--- config.mk ---
export PLATFORM = sky130hd
export DESIGN_NAME = addend_vector_loader
export DESIGN_NICKNAME = d
export VERILOG_FILES = /design/src/rtl/neural_network_pkg.sv /design/src/rtl/addend_vector_bank.sv /design/src/rtl/addend_vector_loader.sv
export SDC_FILE = /design/constraint.sdc
export NUM_CORES = 2
export LEC_CHECK = 0
export ABC_AREA = 1
export BUFFER_PORTS_ARGS = -buffer_cell sky130_fd_sc_hd__buf_4
export CORE_ASPECT_RATIO = 2
export CORE_UTILIZATION = 51
export DETAILED_ROUTE_END_ITERATION = 10
export MAX_ROUTING_LAYER = met4
export PLACE_DENSITY = 0.76
export SYNTH_ARGS = -nofsm -noshare
export SYNTH_HDL_FRONTEND = slang
export SYNTH_SLANG_ARGS = --single-unit
--- constraint.sdc ---
create_clock -name clk_in -period 81 [get_ports clk_in]
set_input_delay 16.2 -clock clk_in [delete_from_list [all_inputs] [get_ports clk_in]]
set_output_delay 16.2 -clock clk_in [all_outputs]
set_load 0.01 [all_outputs]
--- src/rtl/neural_network_pkg.sv ---
// Shared types and helpers for the adder-chain front end.
package neural_network_pkg;

    localparam int DEFAULT_ADDEND_WIDTH = 16;

    typedef logic [DEFAULT_ADDEND_WIDTH-1:0] addend_t;

    // Life cycle of one ping-pong buffer.
    typedef enum logic [1:0] {
        BUF_EMPTY   = 2'd0,
        BUF_FILLING = 2'd1,
        BUF_FULL    = 2'd2
    } buf_state_t;

    // Bits needed to hold a lane count in the range 0..n.
    function automatic int lane_count_width(input int n);
        return $clog2(n + 1);
    endfunction

endpackage

--- src/rtl/addend_vector_bank.sv ---
// One vector buffer: lane storage, lane count and EMPTY/FILLING/FULL state.
// A write and a clear never target the same bank in the same cycle.
module addend_vector_bank
    import neural_network_pkg::*;
#(
    parameter int ADDEND_WIDTH      = 16,
    parameter int NUMBER_OF_ADDENDS = 64
) (
    input  logic                                          i_clk,
    input  logic                                          i_rst,
    input  logic                                          i_wr_en,
    input  logic [$clog2(NUMBER_OF_ADDENDS)-1:0]          i_wr_idx,
    input  logic [ADDEND_WIDTH-1:0]                       i_wr_data,
    input  logic                                          i_wr_last,
    input  logic                                          i_clear,
    output buf_state_t                                    o_state,
    output logic [$clog2(NUMBER_OF_ADDENDS+1)-1:0]        o_lane_count,
    output logic [NUMBER_OF_ADDENDS*ADDEND_WIDTH-1:0]     o_lanes
);

    localparam int LCW = lane_count_width(NUMBER_OF_ADDENDS);

    buf_state_t                                r_state;
    logic [LCW-1:0]                            r_count;
    logic [NUMBER_OF_ADDENDS*ADDEND_WIDTH-1:0] r_lanes;

    // Buffer state machine; clearing zeroes lanes so unwritten lanes read as padding.
    always_ff @(posedge i_clk or posedge i_rst) begin
        if (i_rst) begin
            r_state <= BUF_EMPTY;
            r_count <= '0;
            r_lanes <= '0;
        end else if (i_clear) begin
            r_state <= BUF_EMPTY;
            r_count <= '0;
            r_lanes <= '0;
        end else if (i_wr_en) begin
            r_lanes[int'(i_wr_idx)*ADDEND_WIDTH +: ADDEND_WIDTH] <= i_wr_data;
            if (i_wr_last) begin
                r_state <= BUF_FULL;
                r_count <= LCW'(i_wr_idx) + LCW'(1);
            end else begin
                r_state <= BUF_FILLING;
            end
        end
    end

    assign o_state      = r_state;
    assign o_lane_count = r_count;
    assign o_lanes      = r_lanes;

endmodule

--- src/rtl/addend_vector_loader.sv ---
// Streaming-to-parallel loader: assembles words into packed vectors using
// two ping-pong banks, so one vector fills while the other is presented.
// Handshakes: a word moves when s_valid_in && s_ready_out on a rising edge;
// a vector moves when vec_valid_out && vec_ready_in on a rising edge.
// s_ready_out depends only on registered state, never on vec_ready_in.
module addend_vector_loader
    import neural_network_pkg::*;
#(
    parameter int ADDEND_WIDTH      = 16,
    parameter int NUMBER_OF_ADDENDS = 64
) (
    input  logic                                      clk_in,
    input  logic                                      rst_in,
    input  logic                                      s_valid_in,
    output logic                                      s_ready_out,
    input  logic [ADDEND_WIDTH-1:0]                   s_data_in,
    input  logic                                      s_last_in,
    output logic                                      vec_valid_out,
    input  logic                                      vec_ready_in,
    output logic [NUMBER_OF_ADDENDS*ADDEND_WIDTH-1:0] vec_data_out,
    output logic [$clog2(NUMBER_OF_ADDENDS+1)-1:0]    lane_count_out
);

    localparam int IDX_W = $clog2(NUMBER_OF_ADDENDS);
    localparam int LCW   = lane_count_width(NUMBER_OF_ADDENDS);
    localparam int VW    = NUMBER_OF_ADDENDS * ADDEND_WIDTH;

    logic             r_wr_sel;
    logic             r_rd_sel;
    logic [IDX_W-1:0] r_wr_idx;

    buf_state_t       w_state [2];
    logic [LCW-1:0]   w_count [2];
    logic [VW-1:0]    w_lanes [2];
    logic [1:0]       w_full;
    logic [1:0]       w_wr_en;
    logic [1:0]       w_clear;
    logic             w_accept;
    logic             w_release;
    logic             w_complete;

    // Ready is held low during reset and while the write bank still holds a vector.
    assign s_ready_out = !rst_in && !w_full[r_wr_sel];
    assign w_accept    = s_valid_in && s_ready_out;
    assign w_complete  = w_accept && (s_last_in || (r_wr_idx == IDX_W'(NUMBER_OF_ADDENDS - 1)));

    assign vec_valid_out  = w_full[r_rd_sel];
    assign vec_data_out   = w_lanes[r_rd_sel];
    assign lane_count_out = w_count[r_rd_sel];
    assign w_release      = vec_valid_out && vec_ready_in;

    for (genvar b = 0; b < 2; b++) begin : g_bank
        assign w_full[b]  = (w_state[b] == BUF_FULL);
        assign w_wr_en[b] = w_accept && (r_wr_sel == 1'(b));
        assign w_clear[b] = w_release && (r_rd_sel == 1'(b));

        addend_vector_bank #(
            .ADDEND_WIDTH      (ADDEND_WIDTH),
            .NUMBER_OF_ADDENDS (NUMBER_OF_ADDENDS)
        ) u_bank (
            .i_clk        (clk_in),
            .i_rst        (rst_in),
            .i_wr_en      (w_wr_en[b]),
            .i_wr_idx     (r_wr_idx),
            .i_wr_data    (s_data_in),
            .i_wr_last    (w_complete),
            .i_clear      (w_clear[b]),
            .o_state      (w_state[b]),
            .o_lane_count (w_count[b]),
            .o_lanes      (w_lanes[b])
        );
    end

    // Ping-pong pointers and write lane index; accept and release may coincide on different banks.
    always_ff @(posedge clk_in or posedge rst_in) begin
        if (rst_in) begin
            r_wr_sel <= 1'b0;
            r_rd_sel <= 1'b0;
            r_wr_idx <= '0;
        end else begin
            if (w_accept) begin
                if (w_complete) begin
                    r_wr_idx <= '0;
                    r_wr_sel <= ~r_wr_sel;
                end else begin
                    r_wr_idx <= r_wr_idx + IDX_W'(1);
                end
            end
            if (w_release) begin
                r_rd_sel <= ~r_rd_sel;
            end
        end
    end

endmodule

==> impl_metrics.csv <==
group,metric,value,unit
status,status,"complete, but fails checks",
status,failed_checks,"max-capacitance violations, max-slew violations",
floorplan,num_rows,226,
placement,post-dp-hpwl,296000,um
cts,ctsHoldBuffers,0,
cts,path_clk_slew,0.07,ns
sta,fmax,0.0297,GHz
yosys,yosysTopAreaCellShare,53.2,%
pwr,pwr_density_cell,27.4,nW/um^2
grt,grt_max_degree,237,
worst_setup_path,r2r_start,"r_wr_sel$_DFFE_PP0P_",
sta,slew_viol_final,10,
layout,regArea,51900,sq um
grt,globalRouteOverflowTotal,0,
worst_setup_path,path_class,"input pin to primary output",
worst_setup_path,reg2reg_to,"g_bank[1].u_bank.o_lanes[125]$_DFFE_PP0P_",
floorplan,die_w,311,um
sta,relSlewSlack,-2.49,%
routing,routedWlPerCell,26.6,um
layout,drive_gt1_share,12.9,%
layout,fill_cells,17363,
layout,fin_nets,13414,
cts,cts_buffers,189,
floorplan,io_pins,1054,
routing,drt_pre_antenna_iters,8,
cts,cts_num_sinks,2074,
routing,ant_nets,0,
routing,drc,0,
layout,final_cell_area,113000,sq um
yosys,ys_seq_area_share,53.2,%
pwr,ir_drop,0.0000340,V
grt,antenna_found_initial,20,
sta,setup_viol,0,
sta,hold_violations,0,
worst_setup_path,worst_ep_required_time,64.80,ns
worst_setup_path,path_buf_inv,3,
worst_setup_path,critical_path.max_stage_delay,0.44,ns
yosys,synth_cells,12814,
yosys,synth_seq_cells,2074,
worst_hold_path,hold_path_end,"g_bank[0].u_bank.o_lanes[742]$_DFFE_PP0P_",
cts,postCtsResizedCells,0,
sta,whs,0.470,ns
pwr,p_total,3.09,mW
placement,routabilityCongestion,1.01,
sta,clock_skew,0.0453,ns
worst_setup_path,critPathLaunchType,"input pin",
yosys,syn_nets,12838,
yosys,synth_area_leaders,"dfrtp_1 (53%), nand2_1 (23%), nand3_1 (8.6%)",
floorplan,core_area,190000,sq um
yosys,syn-mean-instance-area,7.61,sq um
worst_hold_path,holdCritStartpoint,"g_bank[0].u_bank.o_lanes[742]$_DFFE_PP0P_",
worst_setup_path,crit_path_frequent_cell,"buf_4",
cts,clockBufferDepth,4,
routing,via_count,93837,
floorplan,fp.dieH,620,um
yosys,yosys_warnings,0,
grt,met3_usage,13.4,%
worst_setup_path,reg2reg_slack,74.58,ns
floorplan,initial_utilization,51.4,%
routing,drt_iter0_drc,11399,
sta,period_needed,33.68,ns
cts,cts_setup_buffers,0,
yosys,synthArstFlopShare,100,%
grt,grtUsageMet2,65.5,%
worst_setup_path,cp_cell_sequence,"buf_4, inv_8, o21ai_1, a21oi_2, buf_4",
routing,vias_per_cell,5.84,
grt,grtUsageMet1,47.9,%
cts,root_buffer,"clkbuf_16",
yosys,yosysTopAreaCell,"dfrtp_1",
worst_hold_path,hp-class,"flop to flop",
layout,multi_input_area,40100,sq um
worst_setup_path,endpoint_kind,"primary output",
grt,grt_first_pass_wirelength,611000,um
sta,rsz0062_at_grt,"no",
worst_setup_path,cp_max_fo,41,
routing,totalWireLength,427000,um
sta,setup_tns,0,ns
worst_setup_path,worstSetupStartpoint,"rst_in",
worst_setup_path,worstPathArrival,17.48,ns
yosys,synth_ff_type,"dfrtp_1",
worst_setup_path,cpLargestDelayFamily,"buffers and inverters",
placement,placed_cell_area,107000,sq um
cts,htreeDepth,4,
sta,finalCritPeriodShare,41.6,%
yosys,synth.distinct_cells,37,
floorplan,dieArea,193000,sq um
grt,grtUsageTotal,44.9,%
grt,grt_pass1_vias,89293,
yosys,syn-cell-area,97500,sq um
cts,clock_latency,0.90,ns
cts,tritoncts,"built",
worst_hold_path,min_path_cells,2,
layout,area_delta_synth_final,15.9,%
yosys,synth_edf_count,0,
worst_setup_path,crit_path_top_delay_cell,"a21oi_2",
worst_setup_path,ff2ff_path_depth,11,
layout,fin_util,59.5,%
pwr,p_leak,62.3,nW
placement,port-buffer-count,1053,
job,cap_viol_max_count,2,
grt,top_usage_layer,"met2",
sta,worst_pin_slew,1.52,ns
-- report_power, final --
group	internal, mW	total, mW	leakage (nW)	switching [mW]
logic	0.180	1.01	30.4	0.825
registers	1.12	1.15	28.8	0.0334
clock network	0.515	0.938	3.11	0.423
total	1.81	3.09	62.3	1.28
-- cell type report --
type	instances	area share, %
Multi-Input combinational cell	9351	35.5
Sequential cell	2074	45.9
Timing Repair Buffer	1229	8.33
Tap cell	2508	2.78
Clock buffer	259	4.88
Clock inverter	68	0.641
Antenna cell	21	0.0465
Inverter	545	1.86
-- worst max-delay path by stage --
stage	cells past startpoint	to	slack, ns
2_1_floorplan	3	s_ready_out	2.08
3_3_place_gp	5	s_ready_out	47.35
3_5_place_dp	5	s_ready_out	47.35
4_1_cts	5	s_ready_out	47.35
5_1_grt	5	s_ready_out	47.28
6_report	5	s_ready_out	47.32
-- routing by layer --
| metal | vias up | share of wire, % |
|---|---|---|
| met3 | 1561 | 11 |
| met5 | - | 0 |
| li1 | 41913 | - |
| met2 | 5241 | 44 |
| met1 | 45122 | 32 |
| met4 | 0 | 12 |
-- stage by stage --
stage	setup slack (ns)	cells
after global routing	47.28	16054
final	47.32	16055
after CTS	47.35	16034
after detailed placement	47.35	15707
after floorplan	2.08	12814
after global placement	47.35	15707
-- cell families after synthesis --
group                      synth area share [%]
DFF                                        53.2
adders and majority gates                0.0385
xor gates and xnor gates                 0.0449
buffers and inverters                      5.76
AOI/OAI and AO/OA                          4.84
and+or+nand+nor                            36.1
-- sequential cells by signal, indices dropped and copies added (netlist names) --
signal	count
r_wr_idx	6
g_bank.u_bank.o_state	4
r_wr_sel	1
g_bank.u_bank.o_lanes	2048
r_rd_sel	1
g_bank.u_bank.o_lane_count	14
-- layout by cell type, fill, tap and decap left out, types with 82 or more instances in the layout --
cell type,netlist,layout
inv_1,497,492
dfrtp_1,2074,2073
clkbuf_16,0,191
nor2_1,431,415
buf_4,18,1214
o21ai_0,534,534
o22ai_1,232,232
nand4_1,139,139
nand3_1,1678,1677
nor2_2,69,82
nand2_1,5989,5988
-- Yosys cell counts, drive strengths merged, types with 53 or more instances --
master / n
buf: 339
a21oi: 53
nand4: 154
nor3: 74
dfrtp: 2074
nand2: 6010
nor2: 532
nand3: 1683
clkbuf: 505
inv: 525
o21ai: 551
o22ai: 232
-- tightest hold or removal path, stage by stage, from the launching register on --
cell and delay [ns]:
dfrtp_1 0.34, nand2_1 0.05, nand2_1 0.04
No activity file was read; power rests on OpenSTA's default activity.
